==> src/rtl/bram_result_streamer_if.sv <==
// Bundles bram1 read-port and output-stream signals of the result streamer.
// master = the streamer; slave = the BRAM/DMA side that surrounds it.
interface bram_result_streamer_if;
    logic        start;
    logic        busy;
    logic        done;
    logic        bram_en;
    logic [31:0] bram_addr;
    logic [31:0] bram_dout;
    logic [31:0] m_tdata;
    logic        m_tvalid;
    logic        m_tready;
    logic        m_tlast;

    modport master (
        input  start, bram_dout, m_tready,
        output busy, done, bram_en, bram_addr, m_tdata, m_tvalid, m_tlast
    );

    modport slave (
        output start, bram_dout, m_tready,
        input  busy, done, bram_en, bram_addr, m_tdata, m_tvalid, m_tlast
    );
endinterface

==> src/rtl/bram_result_streamer.sv <==
// Drains the conv result buffer over a second bram1 read port and streams it out
// as 32-bit valid/ready words, with a credit-limited prefetch FIFO for backpressure.
module bram_result_streamer #(
    parameter int          IMG_WIDTH  = 256,
    parameter int          IMG_HEIGHT = 256,
    parameter logic [31:0] BASE_ADDR  = 32'h0000_0000,
    parameter int          FIFO_DEPTH = 4
) (
    input  logic                  clk,
    input  logic                  rst_n,
    bram_result_streamer_if.master io
);

    localparam int N  = IMG_WIDTH * IMG_HEIGHT;
    localparam int IW = $clog2(N + 1);
    localparam int CW = $clog2(FIFO_DEPTH + 1);
    localparam int PW = (FIFO_DEPTH > 1) ? $clog2(FIFO_DEPTH) : 1;
    localparam logic [IW-1:0] LAST_IDX = IW'(N - 1);
    localparam logic [PW-1:0] LAST_PTR = PW'(FIFO_DEPTH - 1);

    typedef enum logic [1:0] {IDLE, RUN, DRAIN} state_e;

    state_e                       state_q, state_d;
    logic [IW-1:0]                rd_idx_q, rd_idx_d;
    logic [IW-1:0]                tx_idx_q, tx_idx_d;
    logic [31:0]                  addr_q, addr_d;
    logic                         done_q, done_d;
    logic                         inflight_q;
    logic [CW-1:0]                cnt_q;
    logic [PW-1:0]                wptr_q, rptr_q;
    logic [FIFO_DEPTH-1:0][31:0]  mem_q;

    logic        start_ok, issue, push, pop;
    logic [31:0] cur_addr;

    function automatic logic [PW-1:0] ptr_inc(input logic [PW-1:0] p);
        return (p == LAST_PTR) ? '0 : p + PW'(1);
    endfunction

    // Credits cover words already buffered plus the read whose data arrives next edge,
    // so a push always finds room.
    assign start_ok = io.start && (state_q == IDLE) && !done_q;
    assign issue    = (state_q == RUN) &&
                      ((32'(cnt_q) + 32'(inflight_q)) < 32'(FIFO_DEPTH));
    assign push     = inflight_q;
    assign pop      = (cnt_q != '0) && io.m_tready;
    assign cur_addr = BASE_ADDR + (32'(rd_idx_q) << 2);

    always_comb begin
        state_d  = state_q;
        rd_idx_d = rd_idx_q;
        tx_idx_d = tx_idx_q;
        addr_d   = addr_q;
        done_d   = 1'b0;
        case (state_q)
            IDLE: begin
                if (start_ok) begin
                    state_d  = RUN;
                    rd_idx_d = '0;
                    tx_idx_d = '0;
                end
            end
            RUN: begin
                if (issue) begin
                    rd_idx_d = rd_idx_q + IW'(1);
                    addr_d   = cur_addr;
                    if (rd_idx_q == LAST_IDX) state_d = DRAIN;
                end
            end
            DRAIN: ;
            default: state_d = IDLE;
        endcase
        if (pop && state_q != IDLE) begin
            tx_idx_d = tx_idx_q + IW'(1);
            if (state_q == DRAIN && tx_idx_q == LAST_IDX) begin
                state_d = IDLE;
                done_d  = 1'b1;
            end
        end
    end

    always_ff @(posedge clk or negedge rst_n) begin
        if (!rst_n) begin
            state_q    <= IDLE;
            rd_idx_q   <= '0;
            tx_idx_q   <= '0;
            addr_q     <= BASE_ADDR;
            done_q     <= 1'b0;
            inflight_q <= 1'b0;
        end else begin
            state_q    <= state_d;
            rd_idx_q   <= rd_idx_d;
            tx_idx_q   <= tx_idx_d;
            addr_q     <= addr_d;
            done_q     <= done_d;
            inflight_q <= issue;
        end
    end

    // bram_dout is valid while inflight_q is set and is captured unconditionally.
    always_ff @(posedge clk or negedge rst_n) begin
        if (!rst_n) begin
            cnt_q  <= '0;
            wptr_q <= '0;
            rptr_q <= '0;
            for (int i = 0; i < FIFO_DEPTH; i++) mem_q[i] <= '0;
        end else begin
            if (push) begin
                mem_q[wptr_q] <= io.bram_dout;
                wptr_q        <= ptr_inc(wptr_q);
            end
            if (pop) rptr_q <= ptr_inc(rptr_q);
            cnt_q <= cnt_q + CW'(push) - CW'(pop);
        end
    end

    // busy stays up through the done cycle so a start there is ignored.
    assign io.busy      = (state_q != IDLE) || done_q;
    assign io.done      = done_q;
    assign io.bram_en   = issue;
    assign io.bram_addr = issue ? cur_addr : addr_q;
    assign io.m_tvalid  = (cnt_q != '0);
    assign io.m_tdata   = mem_q[rptr_q];
    assign io.m_tlast   = (cnt_q != '0) && (tx_idx_q == LAST_IDX);

endmodule

==> src/flat_wrapper.sv <==
// flat-port wrapper written by rule: the top's interface ports become plain ports
module bram_result_streamer_flat 
#(
    parameter int          IMG_WIDTH  = 256,
    parameter int          IMG_HEIGHT = 256,
    parameter logic [31:0] BASE_ADDR  = 32'h0000_0000,
    parameter int          FIFO_DEPTH = 4
)
  (clk, rst_n, io_start, io_bram_dout, io_m_tready, io_busy, io_done, io_bram_en, io_bram_addr, io_m_tdata, io_m_tvalid, io_m_tlast);
  bram_result_streamer_if io_i ();
  input  logic clk;
  input  logic rst_n;
  input wire logic [$bits(io_i.start)-1:0] io_start;
  input wire logic [$bits(io_i.bram_dout)-1:0] io_bram_dout;
  input wire logic [$bits(io_i.m_tready)-1:0] io_m_tready;
  output wire logic [$bits(io_i.busy)-1:0] io_busy;
  output wire logic [$bits(io_i.done)-1:0] io_done;
  output wire logic [$bits(io_i.bram_en)-1:0] io_bram_en;
  output wire logic [$bits(io_i.bram_addr)-1:0] io_bram_addr;
  output wire logic [$bits(io_i.m_tdata)-1:0] io_m_tdata;
  output wire logic [$bits(io_i.m_tvalid)-1:0] io_m_tvalid;
  output wire logic [$bits(io_i.m_tlast)-1:0] io_m_tlast;
  assign io_i.start = io_start;
  assign io_i.bram_dout = io_bram_dout;
  assign io_i.m_tready = io_m_tready;
  assign io_busy = io_i.busy;
  assign io_done = io_i.done;
  assign io_bram_en = io_i.bram_en;
  assign io_bram_addr = io_i.bram_addr;
  assign io_m_tdata = io_i.m_tdata;
  assign io_m_tvalid = io_i.m_tvalid;
  assign io_m_tlast = io_i.m_tlast;
  bram_result_streamer #(.IMG_WIDTH(IMG_WIDTH), .IMG_HEIGHT(IMG_HEIGHT), .BASE_ADDR(BASE_ADDR), .FIFO_DEPTH(FIFO_DEPTH)) u_core (.clk(clk), .rst_n(rst_n), .io(io_i));
endmodule
==> config.mk <==
export PLATFORM = sky130hd
export DESIGN_NAME = bram_result_streamer_flat
export DESIGN_NICKNAME = d
export VERILOG_FILES = /design/src/rtl/bram_result_streamer_if.sv /design/src/rtl/bram_result_streamer.sv /design/src/flat_wrapper.sv
export SDC_FILE = /design/constraint.sdc
export NUM_CORES = 1
export LEC_CHECK = 0
export ABC_AREA = 1
export ABC_CLOCK_PERIOD_IN_PS = 5100
export BUFFER_PORTS_ARGS = -buffer_cell sky130_fd_sc_hd__buf_2
export CORE_AREA = 2 2 126 128
export DETAILED_ROUTE_END_ITERATION = 7
export DIE_AREA = 0 0 128 130
export PLACE_DENSITY = 0.84
export SLEW_MARGIN = 40
export SYNTH_ARGS = -nofsm -noshare
export SYNTH_HDL_FRONTEND = slang
export SYNTH_SLANG_ARGS = --single-unit
export TNS_END_PERCENT = 100
==> constraint.sdc <==
create_clock -name clk -period 5.1 [get_ports clk]
set_input_delay 0.51 -clock clk [delete_from_list [all_inputs] [get_ports clk]]
set_output_delay 0.51 -clock clk [all_outputs]
set_load 0.01 [all_outputs]
Word-level counts from Yosys, hierarchy flattened
Cells that the tools add are included.
Cells by class
  reduce and logical (&&, ||, !) cells: 18
  mux-type cells: 21
  magnitude comparators: 4
  equality and inequality tests: 8
  add/subtract/negate cells: 7
Operator list (number)
  $bwmux W128: 1
  $mux W32: 3
  $mux W17: 4
  $bmux W32 S2: 1
  $demux W32 S2: 1
  $add A17 B1 Y17 const B: 2
  $eq A17 B16 Y1 const B: 2
  $pmux W17 S2: 1
  $lt A32 B3 Y1 const B: 1
  $mux W2: 7
  $logic_and A1 B1 Y1: 8
  $reduce_bool A2 Y1: 4
  $eq A2 B2 Y1 const B: 3
  $lt A2 B3 Y1 const B: 2
  $pmux W2 S3: 1
  $add A2 B1 Y2 const B: 2
  $add A3 B1 Y4: 1
  $ne A2 B1 Y1 const B: 2
  $add A3 B1 Y3: 1
  $reduce_and A3 Y1: 1
  $reduce_bool A3 Y1: 1
  $sub A3 B1 Y3: 1
  $eq A2 B1 Y1 const B: 1
  $ge A2 B1 Y1 const B: 1
  5 further kinds: 6
Word-level totals
  register bits after elaboration: 205
  logic and storage cells: 71
  output and inout bits: 69
  input bits: 36

Logic depth before layout (Yosys ltp)
Gate-level depths: netlist of run 1.
  word-level depth: 7
  mapped depth: 13
  mapped depth without buffers: 13

Worst setup path after synthesis of run 1
OpenSTA, ideal clock, no wires.
  path type: register to output
  start point: register u_core.tx_idx_q[1]
  end point: output io_m_tlast
  arrival time: 1.536 ns
  path buffers: 0
  cell stages (with the launch flop): 11
  required time: 4.590 ns
  slack: 3.054 ns
  cells stage by stage: dfrtp_1 > ha_1 > nand3_1 > nor2_1 > nand2_1 > inv_1 > nand3_1 > nor3_1 > ha_1 > inv_1 > a31oi_1
On the way
  word-level cells in the longest chain between the ends: 2
RTL lines
  start: declaration: RTL line bram_result_streamer.sv:25  | logic [IW-1:0] tx_idx_q, tx_idx_d;
  start signal: assignment: RTL line bram_result_streamer.sv:93  | tx_idx_q <= tx_idx_d;
  $eq A17 B16 Y1: RTL line bram_result_streamer.sv:124  | assign io.m_tlast = (cnt_q != '0) && (tx_idx_q == LAST_IDX);
  $logic_and A1 B1 Y1: RTL line bram_result_streamer.sv:124
  end: declaration: RTL line flat_wrapper.sv:22  | output wire logic [$bits(io_i.m_tlast)-1:0] io_m_tlast;
No other way between the ends.

Final worst setup path of run 1
  start point: register u_core.inflight_q
  end point: output io_bram_addr[2]
On the way
  word-level cells in the longest chain between the ends: 4
RTL lines
  start: declaration: RTL line bram_result_streamer.sv:28  | logic inflight_q;
  start signal: assignment: RTL line bram_result_streamer.sv:96  | inflight_q <= issue;
  $add A3 B1 Y4: RTL line bram_result_streamer.sv:44  | ((32'(cnt_q) + 32'(inflight_q)) < 32'(FIFO_DEPTH));
  $lt A32 B3 Y1: RTL line bram_result_streamer.sv:44
  $logic_and A1 B1 Y1: RTL line bram_result_streamer.sv:43  | assign issue = (state_q == RUN) &&
  $mux W32: RTL line bram_result_streamer.sv:121  | assign io.bram_addr = issue ? cur_addr : addr_q;
  end: declaration: RTL line flat_wrapper.sv:19  | output wire logic [$bits(io_i.bram_addr)-1:0] io_bram_addr;
No other way between the ends.

==> impl_results.md, run 1 <==
* Root buffer cell: clkbuf_16
* WP data required at 4590 ps
* Post-CTS setup buffer count at 0
* DIE WIDTH at 128 µm
* Sw Ratio at 0.396
* Post-synth top area cell: dfrtp_1
* Top cells by area, synth: dfrtp_1 (55%), o21ai_0 (13%), nand2_1 (10%)
* DRT Wirelength at 20500 µm
* P_int at 4.09 mW
* Filler cell count at 1226
* Share of layout cells above drive strength 1 at 0.139
* Clock slew at reported path FFs at 60 ps
* Htree depth at 1
* Switching pwr at 2.68 mW
* Max frequency at 0.320 GHz
* Crit-path cells: nand2_2, nor2_2, nand2_2, nand2_4, nand2_8, inv_2, nand2_1, o21a_1, buf_2
* Worst EP arrival at 2620 ps
* Crit Path Class: flop to primary output
* Commonest cells post-synth: nand2_1 (256), o21ai_0 (238), dfrtp_1 (205)
* Core area at 15400 µm²
* Total GRT Usage at 0.247
* Worst Clk Skew at 20.2 ps
* Final worst path period need at 3130 ps
* Total CTS buffers at 22
* Status: complete, but fails checks
* Crit. End Element: primary output
* Combinational power share at 0.378
* Clock insertion delay at the later pin of the skew report at 500 ps
* Initial DRT Pass Iterations at 5
* Layout Area Growth over Synthesis at 13.6%
* FF/Latch Area at 5130 µm²
* Post_cts resized at 0
* Site Rows at 46
* Clock buffer depth at 3
* Vias in the first global route at 7190
* I/O Buffers at 104
* Synthesized area at 9400 µm²
* Setup TNS at 0 ps
* Max-slew violation count at 0
* Maximum VDD drop at 416 µV
* Count leader, synth: nand2_1
* Slew headroom at 0.507
* Largest net degree at the start of global routing at 118
* Yosys cell types at 35
* Clock power frac at 0.225
* Main synth FF type: dfrtp_1
* Iteration-0 DRC Markers at 677
* Critical-path maximum fanout at 45
* Clk sink count at 205
* Buffer and inverter count on the worst path at 2
* Layout net count at 1244
* Post-Syn Instances at 1119
* Number of nets with antenna violations after routing at 0
* Initial Util at 0.609
* Register share of total power at 0.396
* Multi-input logic area at 3650 µm²
* Via count at 7712
* Mean Syn Cell Area at 8.40 µm²
* DR vias/cell at 5.50
* Fin crit share at 0.614
* Placed Area at 9980 µm²
* Initial antenna violation count at 0
* Async S/R FF share, synth at 1.00
* CP max stage cell: dfrtp_1
* Final instance area at 10700 µm²
* Final GP Congestion at 0.881
* I/O pin count at 105
* Post-CTS Hold Buffers at 0
* Number of flops mapped to enable cells by yosys at 0
* TritonCTS clock tree: done
* Final HPWL DP at 12700 µm
* Post-synthesis sequential area ratio at 0.546
* GRT overflow at 0
* # diodes at 0
* Leak at 5.30 nW
* Failing checks: hold timing
* First-pass GRT wire length at 33900 µm
* Hold Worst Slack at -42.0 ps
* Yosys top cell area share at 0.546
* Final setup viols at 0
* Routed WL per cell at 14.7 µm
* DRC errors left at 0
* Net Count, Synth at 1168
* Crit path max-delay family: simple AND/OR/NAND/NOR gates
* Max-cap viol count at 0
* Final hold violations at 22
* Yosys warns at 0
* RSZ-0062 raised after global routing: no
* Die ar. at 16600 µm²
* Worst-Margin Slew at 735 ps
* Power density over the cells at 634 nW/µm²
* Most frequent CP cell: nand2_2
* #FFs+latches synth at 205
* Worst min path class: input port to async pin
* Largest stage delay, worst path at 610 ps
* Crit start category: flop
* Die Y at 130 µm
[worst register-to-register path, cell delays in order (launching register included)]
cell     delay, ps
dfrtp_1        420
inv_1          120
nand3_1        100
nand2_1        150
inv_1          150
ha_1           320
inv_1           60
ha_1           130
inv_1           50
fa_1           400
xor2_1         190
[routing by layer]
metal / up-vias / GRT usage / wire [µm]
li1: 3800 / - / -
met1: 3678 / 0.346 / 9310
met2: 207 / 0.412 / 9900
met3: 27 / 0.0353 / 1010
met4: 0 / 0.0646 / 326
met5: - / 0 / 0
[registers in the layout (all words and copies together) (netlist names)]
register and flops:
u_core.rd_idx_q 17, u_core.io.done 1, u_core.addr_q 32, u_core.rptr_q 2, u_core.state_q 2, u_core.mem_q 128, u_core.cnt_q 3, u_core.tx_idx_q 17
u_core.wptr_q 2, u_core.inflight_q 1
[cell type report]
cell class              count  share of cell area
clock buffers              33              0.0593
clock inverters             6             0.00539
inverters                 102              0.0363
multi-input cells         755               0.342
flip-flops and latches    205               0.481
well taps                 192              0.0225
repair buffers            109              0.0541
[per-stage QoR]
step           hold slack [ps]  power (mW)  setup WS [ps]   util  std cells
2_1_floorplan              214        4.46           3050      -       1119
3_3_place_gp               456        5.10           2650  0.645       1363
3_5_place_dp               464        5.24           2470  0.647       1363
4_1_cts                   8.99        6.81           1950  0.692       1402
5_1_grt                   28.2        7.29           1750  0.692       1402
6_report                 -42.0        6.77           1970  0.692       1402
[kinds of logic (layout without fill, tap and decap cells)]
group           Yosys count  in the layout  share of synthesized area
fa+ha+maj                13             13                     0.0181
simple gates            442            442                      0.195
compound gates          290            290                      0.162
flops                   205            205                      0.546
buf+inv                 159            250                     0.0691
xor+xnor                 10             10                    0.00932
[cell usage in the layout (no fill, tap or decap), types with 3 or more instances in the layout]
master / n
a21oi_1: 4
nand2_2: 3
clkbuf_16: 24
buf_2: 103
nor2_1: 124
nor3_1: 4
nand4_1: 9
inv_2: 5
ha_1: 12
clkbuf_1: 8
nand3_1: 36
nand2_1: 252
o21ai_2: 4
o22ai_1: 36
clkinv_2: 4
inv_1: 95
buf_4: 5
o21ai_0: 238
o21ai_1: 3
xor2_1: 9
dfrtp_1: 204
nand2_4: 6
[worst paths after layout]
path	to	from	slack, ps	cells past startpoint
worst max-delay path	io_bram_addr[2]	u_core.inflight_q	1970	9
worst min-delay path	u_core.addr_q[16]	rst_n	-40	1
worst max register to register	u_core.cnt_q[2]	u_core.cnt_q[1]	2880	10
worst min register to register	u_core.addr_q[11]	u_core.addr_q[11]	480	2
max in group asynchronous	u_core.mem_q[45]	rst_n	4040	2
min in group clk	u_core.mem_q[100]	io_bram_dout[4]	320	3
[power by group through the flow]
stage	Sequential, mW	Clock, mW	Combinational (mW)
global placement	2.65	0	2.45
detailed placement	2.68	0	2.56
CTS	2.67	1.54	2.59
finish	2.68	1.52	2.56
global route	2.75	1.61	2.93
floorplan	2.57	0	1.88
Note: power is estimated with default switching activity, not from simulation.
==> run 2, diff against run 1 <==
--- a/config.mk
+++ b/config.mk
@@ -5,13 +5,13 @@
 export SDC_FILE = /design/constraint.sdc
 export NUM_CORES = 1
 export LEC_CHECK = 0
-export ABC_AREA = 1
-export ABC_CLOCK_PERIOD_IN_PS = 5100
+export ABC_AREA = 0
+export ABC_CLOCK_PERIOD_IN_PS = 3100
 export BUFFER_PORTS_ARGS = -buffer_cell sky130_fd_sc_hd__buf_2
-export CORE_AREA = 2 2 126 128
+export CORE_AREA = 2 2 129 131
 export DETAILED_ROUTE_END_ITERATION = 7
-export DIE_AREA = 0 0 128 130
-export PLACE_DENSITY = 0.84
+export DIE_AREA = 0 0 131 133
+export PLACE_DENSITY = 0.81
 export SLEW_MARGIN = 40
 export SYNTH_ARGS = -nofsm -noshare
 export SYNTH_HDL_FRONTEND = slang
==> constraint.sdc (replaced) <==
create_clock -name clk -period 3.1 [get_ports clk]
set_input_delay 0.31 -clock clk [delete_from_list [all_inputs] [get_ports clk]]
set_output_delay 0.31 -clock clk [all_outputs]
set_load 0.01 [all_outputs]
==> run 2 against run 1 <==
Net effect:
- synthesized cell count down 40%
- largest power group is now combinational cells
- combinational power is 74% higher
- the run now ends clean
- cell count is 28% lower
- count of clock-buffer cells in the layout down 3
- design area grew 2.6%
- via count down 23%
- worst setup slack worse by 1700 ps
==> impl_results.md, run 2 <==
* RSZ-0062 raised after global routing: no
* DIE WIDTH at 131 µm
* Async S/R FF share, synth at 1.00
* TritonCTS clock tree: done
* Commonest non-fill, non-tap cell in the layout: dfrtp_1
* Max-cap viol count at 0
* Worst-Margin Slew at 727 ps
* Final Non-Filler Cells at 1014
* GRT overflow at 0
* Clk sink count at 205
* Clock insertion delay at the later pin of the skew report at 500 ps
* Max reg flops at 128
* Hold Worst Slack at 85.5 ps
* Site Rows at 47
* Post-synth top area cell: dfrtp_1
* Post-synthesis sequential area ratio at 0.548
* Top reg by flops: u_core.mem_q
* Layout net count at 826
* Placement Setup Slack at 705 ps
* Slew headroom at 0.516
* Filler cell count at 1119
* Clock slew at reported path FFs at 60 ps
* Crit Path Class: flop to primary output
* Count leader, synth: dfrtp_1
* Main synth FF type: dfrtp_1
* Vias in the first global route at 6275
* Leak at 4.94 nW
* Largest net degree at the start of global routing at 82
* First-pass GRT wire length at 31900 µm
* Yosys cell types at 46
* Critical-path maximum fanout at 32
* Max frequency at 0.350 GHz
* Htree depth at 1
* Worst Clk Skew at 9.85 ps
* Commonest cells post-synth: dfrtp_1 (205), mux2_2 (161), nand2_1 (35)
* Synthesized area at 9360 µm²
* Iteration-0 DRC Markers at 257
* Power density over the cells at 1070 nW/µm²
* Setup TNS at 0 ps
* Status: finished, final reports clean
* Final design utilization at 0.678
* Final setup viols at 0
* Mean Syn Cell Area at 14.0 µm²
* Total CTS buffers at 22
* Final worst path period need at 2860 ps
* Total GRT Usage at 0.231
* Crit start category: flop
* Layout Area Growth over Synthesis at 17.1%
* Via count at 5952
* DRC errors left at 0
* Biggest regs: u_core.mem_q: 128 flops, u_core.addr_q: 32 flops
* DP Cell Count at 970
* DR vias/cell at 5.87
* I/O pin count at 105
* Maximum VDD drop at 726 µV
* Die Y at 133 µm
* Net Count, Synth at 719
* Clock buffer depth at 3
* Final hold violations at 0
* Yosys top cell area share at 0.548
* Number of nets with antenna violations after routing at 0
* Routed WL per cell at 19.4 µm
* Post-Syn Instances at 670
* Number of flops mapped to enable cells by yosys at 0
* Die ar. at 17400 µm²
* DRT Wirelength at 19700 µm
* Initial DRT Pass Iterations at 4
* Post-CTS setup buffer count at 0
* Final setup margin at 241 ps
* Core area at 16200 µm²
* Initial Util at 0.579
* Worst EP arrival at 2550 ps
* Root buffer cell: clkbuf_16
* Most frequent cells in the layout: dfrtp_1 (204), mux2_2 (161), buf_2 (103), nand2_1 (35)
* Yosys warns at 0
* Crit. End Element: primary output
* WP data required at 2790 ps
* I/O Buffers at 104
* Initial antenna violation count at 2
* Post_cts resized at 0
* #FFs+latches synth at 205
* FF/Latch Area at 5130 µm²
* Share of layout cells above drive strength 1 at 0.455
* Max-slew violation count at 0
* Fin crit share at 0.922
* Final GP Congestion at 0.795
* Final HPWL DP at 12400 µm
* Multi-input logic area at 3980 µm²
* Top cells by area, synth: dfrtp_1 (55%), mux2_2 (19%), mux4_2 (7.7%)
* Worst min path class: input port to flop
[run 2: cell count changes in the layout (fill, tap and decap cells not counted), moves of 10 or more]
cell	delta
mux4_2	+32
inv_1	-76
a21oi_1	+10
nand3_1	-23
o22ai_1	-36
o21ai_0	-224
and2_1	+32
nor2_1	-122
nand2_1	-217
mux2i_1	+12
mux2_2	+161
[run 2: repair_timing]
action,CTS,global route
hold endpoints to repair,76,0
setup endpoints to repair,0,17
hold buffers,1,0
[run 2: critical path, stage by stage (launching register included)]
cell	delay [ps]
dfrtp_1	470
ha_1	230
inv_1	60
a211oi_2	320
or2_4	420
mux2_2	390
buf_2	140
[run 2: cell families after synthesis]
kind of cell,count (synthesis),synth area share
AND/OR/NAND/NOR,136,0.0834
flip-flops,205,0.548
AO/OA/AOI/OAI,52,0.0360
buffers and inverters,57,0.0287
multiplexers,206,0.285
adder cells (fa/ha/maj),13,0.0182
XOR/XNOR,1,0.000936
[run 2: final cells by class]
cell class,count,area share
flip-flops and latches,205,0.468
multi-input cells,409,0.363
repair buffers,119,0.0626
clock buffers,30,0.0595
well taps,220,0.0251
clock inverters,9,0.0143
inverters,20,0.00685
diodes,2,0.000457
[run 2: power by group]
part           leakage [nW]  switching (mW)  internal, mW
Clock                 0.401            1.04          1.81
Sequential             2.52           0.683          3.74
Combinational          2.02            2.02          2.43
[run 2: per-layer routing]
metal | part of all wire | vias to the layer above | global-route usage | routed length, µm
met5 | 0 | - | 0 | 0
met1 | 0.40 | 3054 | 0.300 | 7780
met3 | 0.052 | 34 | 0.0348 | 1020
li1 | - | 2673 | - | -
met2 | 0.53 | 191 | 0.397 | 10300
met4 | 0.027 | 0 | 0.0745 | 530
[run 2: through the flow]
step	power (mW)	area (µm²)
after floorplan	7.58	9360
after global placement	8.57	10100
after detailed placement	8.91	10100
after CTS	11.8	10900
after global routing	12.4	11000
final	11.7	11000
[run 2: final timing paths]
check                                       start                 to  slack (ps)  cells past startpoint
worst max-delay path              u_core.cnt_q[1]   io_bram_addr[13]         240                      6
worst min-delay path             io_bram_dout[27]   u_core.mem_q[59]          90                      2
worst max register to register    u_core.cnt_q[1]  u_core.addr_q[14]         700                      6
worst min register to register  u_core.addr_q[31]  u_core.addr_q[31]         480                      1
max in group asynchronous                   rst_n   u_core.rptr_q[0]        1830                      3
min in group asynchronous                   rst_n   u_core.mem_q[27]         390                      2
